$ cat src/rtl/opd_sample_fifo.sv
// opd_sample_fifo
// Buffers lock-in results (X, Y) and, optionally, the ADC sample counter in a
// circular buffer. Software pops one entry per level change of rd_toggle_i and
// sees the pop complete when rd_ack_o matches rd_toggle_i.
// Pushes that arrive while the buffer is full are dropped and counted in a
// saturating 16-bit overflow counter.
// Build option: define OPD_FIFO_TIMESTAMP_EN to store count_i with each entry.
// Without it, entries are 64 bits wide and count_o is constant zero.
module opd_sample_fifo #(
    parameter int DEPTH = 64,
    parameter int LW    = $clog2(DEPTH + 1)
) (
    input  logic          clk_i,
    input  logic          reset_i,
    input  logic          tick_i,
    input  logic [31:0]   x_i,
    input  logic [31:0]   y_i,
    input  logic [31:0]   count_i,
    input  logic          rd_toggle_i,
    output logic          rd_ack_o,
    output logic [31:0]   x_o,
    output logic [31:0]   y_o,
    output logic [31:0]   count_o,
    output logic          valid_o,
    output logic [LW-1:0] level_o,
    output logic [15:0]   overflow_o
);

    localparam int AW = $clog2(DEPTH);
`ifdef OPD_FIFO_TIMESTAMP_EN
    localparam int EW = 96;
`else
    localparam int EW = 64;
`endif

    localparam logic [AW:0]   PTR_ONE   = {{AW{1'b0}}, 1'b1};
    localparam logic [LW-1:0] LEVEL_ONE = {{(LW-1){1'b0}}, 1'b1};

    // Entry layout: {count (timestamp builds only), x, y}; y sits in [31:0].
    logic [EW-1:0] mem [DEPTH];

    // Pointers carry one extra wrap bit so that full and empty are distinct.
    logic [AW:0]   wr_ptr_reg;
    logic [AW:0]   rd_ptr_reg;
    logic [AW-1:0] wr_addr;
    logic [AW-1:0] rd_addr;

    logic [LW-1:0] level_reg;
    logic [LW-1:0] level_next;
    logic [15:0]   overflow_reg;

    logic          rd_prev_reg;
    logic          rd_ack_reg;
    logic          valid_reg;
    logic [31:0]   x_reg;
    logic [31:0]   y_reg;

    logic          empty;
    logic          full;
    logic          pop_req;
    logic          pop;
    logic          push;
    logic          drop;
    logic [EW-1:0] wr_entry;

    assign wr_addr = wr_ptr_reg[AW-1:0];
    assign rd_addr = rd_ptr_reg[AW-1:0];

    assign empty = (wr_ptr_reg == rd_ptr_reg);
    assign full  = (wr_ptr_reg[AW] != rd_ptr_reg[AW]) && (wr_addr == rd_addr);

    // A pop request is any level change of the software toggle; it only
    // removes an entry when something is stored (no bypass from a same-cycle push).
    assign pop_req = (rd_toggle_i != rd_prev_reg);
    assign pop     = pop_req && !empty;

    // A full buffer still accepts a push when the head leaves in the same cycle.
    assign push = tick_i && (!full || pop);
    assign drop = tick_i && full && !pop;

`ifdef OPD_FIFO_TIMESTAMP_EN
    assign wr_entry = {count_i, x_i, y_i};
`else
    assign wr_entry = {x_i, y_i};

    // count_i is kept on the port for a uniform top level but is not stored.
    logic unused_count;
    assign unused_count = ^count_i;
`endif

    // Level bookkeeping: +1 on push, -1 on a real pop, unchanged on both.
    always_comb begin
        level_next = level_reg;
        case ({push, pop})
            2'b10:   level_next = level_reg + LEVEL_ONE;
            2'b01:   level_next = level_reg - LEVEL_ONE;
            default: level_next = level_reg;
        endcase
    end

    // Storage write port; no reset so it maps onto block RAM.
    always_ff @(posedge clk_i) begin
        if (push) begin
            mem[wr_addr] <= wr_entry;
        end
    end

    // Pointer, level and drop-counter state.
    always_ff @(posedge clk_i) begin
        if (reset_i) begin
            wr_ptr_reg   <= '0;
            rd_ptr_reg   <= '0;
            level_reg    <= '0;
            overflow_reg <= '0;
        end else begin
            if (push) begin
                wr_ptr_reg <= wr_ptr_reg + PTR_ONE;
            end
            if (pop) begin
                rd_ptr_reg <= rd_ptr_reg + PTR_ONE;
            end
            level_reg <= level_next;
            if (drop && (overflow_reg != 16'hFFFF)) begin
                overflow_reg <= overflow_reg + 16'd1;
            end
        end
    end

    // Toggle edge detector and acknowledge; reset loads the live toggle level
    // so that releasing reset never looks like a read request.
    always_ff @(posedge clk_i) begin
        if (reset_i) begin
            rd_prev_reg <= rd_toggle_i;
            rd_ack_reg  <= rd_toggle_i;
        end else begin
            rd_prev_reg <= rd_toggle_i;
            if (pop_req) begin
                rd_ack_reg <= rd_toggle_i;
            end
        end
    end

    // Registered read port: head entry is captured on a pop; an empty pop
    // only clears valid and leaves the data registers holding their values.
    always_ff @(posedge clk_i) begin
        if (reset_i) begin
            valid_reg <= 1'b0;
            x_reg     <= '0;
            y_reg     <= '0;
        end else if (pop_req) begin
            valid_reg <= pop;
            if (pop) begin
                x_reg <= mem[rd_addr][63:32];
                y_reg <= mem[rd_addr][31:0];
            end
        end
    end

`ifdef OPD_FIFO_TIMESTAMP_EN
    logic [31:0] count_reg;

    // Timestamp read register, loaded alongside x/y.
    always_ff @(posedge clk_i) begin
        if (reset_i) begin
            count_reg <= '0;
        end else if (pop) begin
            count_reg <= mem[rd_addr][95:64];
        end
    end

    assign count_o = count_reg;
`else
    assign count_o = '0;
`endif

    assign rd_ack_o   = rd_ack_reg;
    assign valid_o    = valid_reg;
    assign x_o        = x_reg;
    assign y_o        = y_reg;
    assign level_o    = level_reg;
    assign overflow_o = overflow_reg;

endmodule
$ cat config.mk
export PLATFORM = sky130hd
export DESIGN_NAME = opd_sample_fifo
export DESIGN_NICKNAME = d
export VERILOG_FILES = /design/src/rtl/opd_sample_fifo.sv
export SDC_FILE = /design/constraint.sdc
export NUM_CORES = 2
export LEC_CHECK = 0
export CAP_MARGIN = 15
export CORE_MARGIN = 8
export CORE_UTILIZATION = 53
export DETAILED_ROUTE_END_ITERATION = 10
export GPL_TIMING_DRIVEN = 0
export PLACE_DENSITY = 0.69
export REMOVE_ABC_BUFFERS = 1
export SLEW_MARGIN = 10
export SYNTH_ARGS = -nofsm -noshare
export SYNTH_HDL_FRONTEND = slang
export SYNTH_SLANG_ARGS = --single-unit
export TNS_END_PERCENT = 100
$ cat constraint.sdc
create_clock -name clk_i -period 8.7 [get_ports clk_i]
set_input_delay 1.305 -clock clk_i [delete_from_list [all_inputs] [get_ports clk_i]]
set_output_delay 1.305 -clock clk_i [all_outputs]
set_load 0.005 [all_outputs]
==> metrics.txt <==
status=finished clean; post-CTS resize count=0; Synth Register Bits=4200; ratio of cells with drive above 1 in the final layout=22.48%; gpl congestion=0.7373; asr flop ratio synth=0%; die width=565.8 microns; # DRC=0; Clock Skew=0.06020 ns; NumNets Final=8319; Distinct cells, synth=68; mux contribution to synthesized area=14.32%; layout overhead on the synthesized area=17.11%; main combinational cell family by area after synthesis=multiplexers; Post-CTS Setup Bufs=0; most common cell in the synthesized netlist=edfxtp_1; DP Wirelength=288.6 mm; Setup violations, final=0; Reg clk slew, reported paths=0.07 ns; RSZ-0062 raised after global routing=false; CTS hold repair buffers=0; Syn Area/Cell=20.94 sq um; Synth top cells by count=edfxtp_1, mux2i_1, mux4_2; row count=202; Compound-Gate Fraction of Synth Area=3.867%; Clock Latency Late Sink=0.96 ns; TritonCTS clock tree=yes; gr ovfl total=0; max_slew headroom=14.36%; Syn Inst Count=7651; Multi-input gate area=33390 sq um; Top reg by flops=mem; Sink Count=4200; PD cells=242.8 nW/um^2; die height=565.8 microns; synth top area cells=edfxtp_1, mux4_2, mux2i_1; average wire per standard cell=35.83 microns; H-tree depth=5; cell accounting for the most synthesized area=edfxtp_1; port buffer count=156; sequential area share after synthesis=78.09%; CP Class=reg -> reg; Starting Density=53.08%; TritonCTS buffer count=408; initial antenna violation count=27; Max Cap Viol=0; crit-path cells=buf_12 > buf_16 > buf_16 > buf_16 > buf_16 > buf_16 > mux4_2 > a22o_1 > a2111oi_0 > a211oi_1 > nor3_1 > nor3_1; FF-to-FF setup slack=3.21 ns; HP Class=reg -> reg; CP peak stage delay=0.81 ns; Max Freq=182.0 MHz; Slew Viols, Final=0; Pleak=56.98 nW; Vias/cell=6.725; TNS Setup=0 ns; final worst path period need=5.494 ns; xor/xnor share of the synthesized area=0.2023%; Max FO, Critical Path=40; CP max stage cell=nor3_1; vias in the first global route=83548; Root Buffer=clkbuf_16; Top FF cell, synth=edfxtp_1; clk buf depth=4; Startpoint Class=flip-flop; FILL cells=19740; final core utilization=62.16%; post-synthesis adder-cell area fraction=0.07499%; io pins=221; Worst Max-Slew Pin Slew=1.252 ns; Max VDD drop=0.1840 mV; Initial DRT Pass Iterations=8; final wirelength=449.1 mm; most frequent CP cell=buf_16; synth warn=0; post-synthesis cell area=160200 sq um; CORE AREA=301800 sq um; post-synthesis simple-gate area fraction=1.836%; top-area cell type share of the netlist area=76.81%; gr usage total=27.57%; largest net degree at the start of global routing=65; Final ANT Viol Nets=0; Final Hold Vio Count=0; Die Area=320100 sq um; DRT iter0 DRCs=12534; WP data required=9.46 ns; Via Count=84272; Seq. cell area=125100 sq um; crit path DAT=6.26 ns; crit share post-route=63.15%; max reg flops=4096; first-pass GRT wire length=625.0 mm; number of synthesized flops with an enable pin=4097; Setup crit end kind=flip-flop
-- worst paths after layout --
kind | from | end | cells past startpoint
worst max-delay path | rd_ptr_reg[0]$_SDFFE_PP0N_ | y_o[23]$_SDFFE_PP0P_ | 12
worst min-delay path | x_o[27]$_SDFFE_PP0P_ | x_o[27]$_SDFFE_PP0P_ | 2
worst max register to register | rd_ptr_reg[0]$_SDFFE_PP0N_ | y_o[23]$_SDFFE_PP0P_ | 12
worst min register to register | x_o[27]$_SDFFE_PP0P_ | x_o[27]$_SDFFE_PP0P_ | 2
-- kinds of logic after synthesis --
group | Yosys count
flops | 4200
simple gates | 613
buf+inv | 490
fa+ha+maj | 9
mux | 1465
other cells | 1
compound gates | 836
xor+xnor | 37
-- layout by cell type (no fill, tap or decap), drive strengths merged, types with 6 or more instances in the layout --
master	count
a2111oi	43
a211oi	60
a21oi	73
a221oi	16
a22o	54
a22oi	360
a2bb2oi	9
and2	9
buf	508
bufinv	42
clkbuf	525
clkdlybuf4s50	91
clkinv	148
clkinvlp	9
conb	32
dfxtp	103
diode	16
edfxtp	4097
ha	8
inv	23
mux2	62
mux2i	748
mux4	655
nand2	58
nand3	165
nand3b	6
nand4	31
nor2	191
nor2b	11
nor3	96
nor4	12
o211ai	19
o21ai	25
o221ai	56
o22ai	96
or3	6
xnor2	28
xor2	9
-- worst max-delay path, delay by kind of cell (launching register included) --
kind,cells,cell delay (ns)
buffers and inverters,6,1.86
flip-flops,1,0.63
AND/OR/NAND/NOR,2,0.91
multiplexers,1,0.54
AO/OA/AOI/OAI,3,1.18
-- layer usage --
metal,track usage (%),part of all wire [%],up-vias
met5,0,0.021,-
met4,12.25,5.2,16
met3,6.304,12,1236
met2,43.30,47,5882
met1,37.36,36,43987
li1,-,-,33151
-- report_power, final --
part | total, mW | switching (mW) | internal [mW]
Combinational | 5.53 | 2.90 | 2.63
Sequential | 22.5 | 0.136 | 22.3
Clock | 17.5 | 7.45 | 10.1
Total | 45.5 | 10.5 | 35.1
-- area by class of cell --
type	count	area share, %
tap	3978	2.653
multi-input combinational	2992	17.80
timing repair buffer	599	5.809
inverter	9	0.02068
antenna	16	0.02134
clock inverter	213	1.186
sequential	4200	66.70
clock buffer	525	5.815
-- through the flow --
step | worst slack [ns] | cell area, sq um | power, mW | cells | hold WS (ns)
5_1_grt | 2.876 | 187600 | 46.71 | 12519 | 0.5091
4_1_cts | 3.108 | 187500 | 45.69 | 12515 | 0.4938
3_3_place_gp | -130.33 | 164300 | 28.46 | 11335 | 0.4813
3_5_place_dp | 2.742 | 174400 | 28.40 | 11777 | 0.4815
2_1_floorplan | -46.96 | 157800 | 27.52 | 7201 | 0.4467
6_report | 3.206 | 187600 | 45.55 | 12532 | 0.4908
Note: power is estimated with default switching activity, not from simulation.
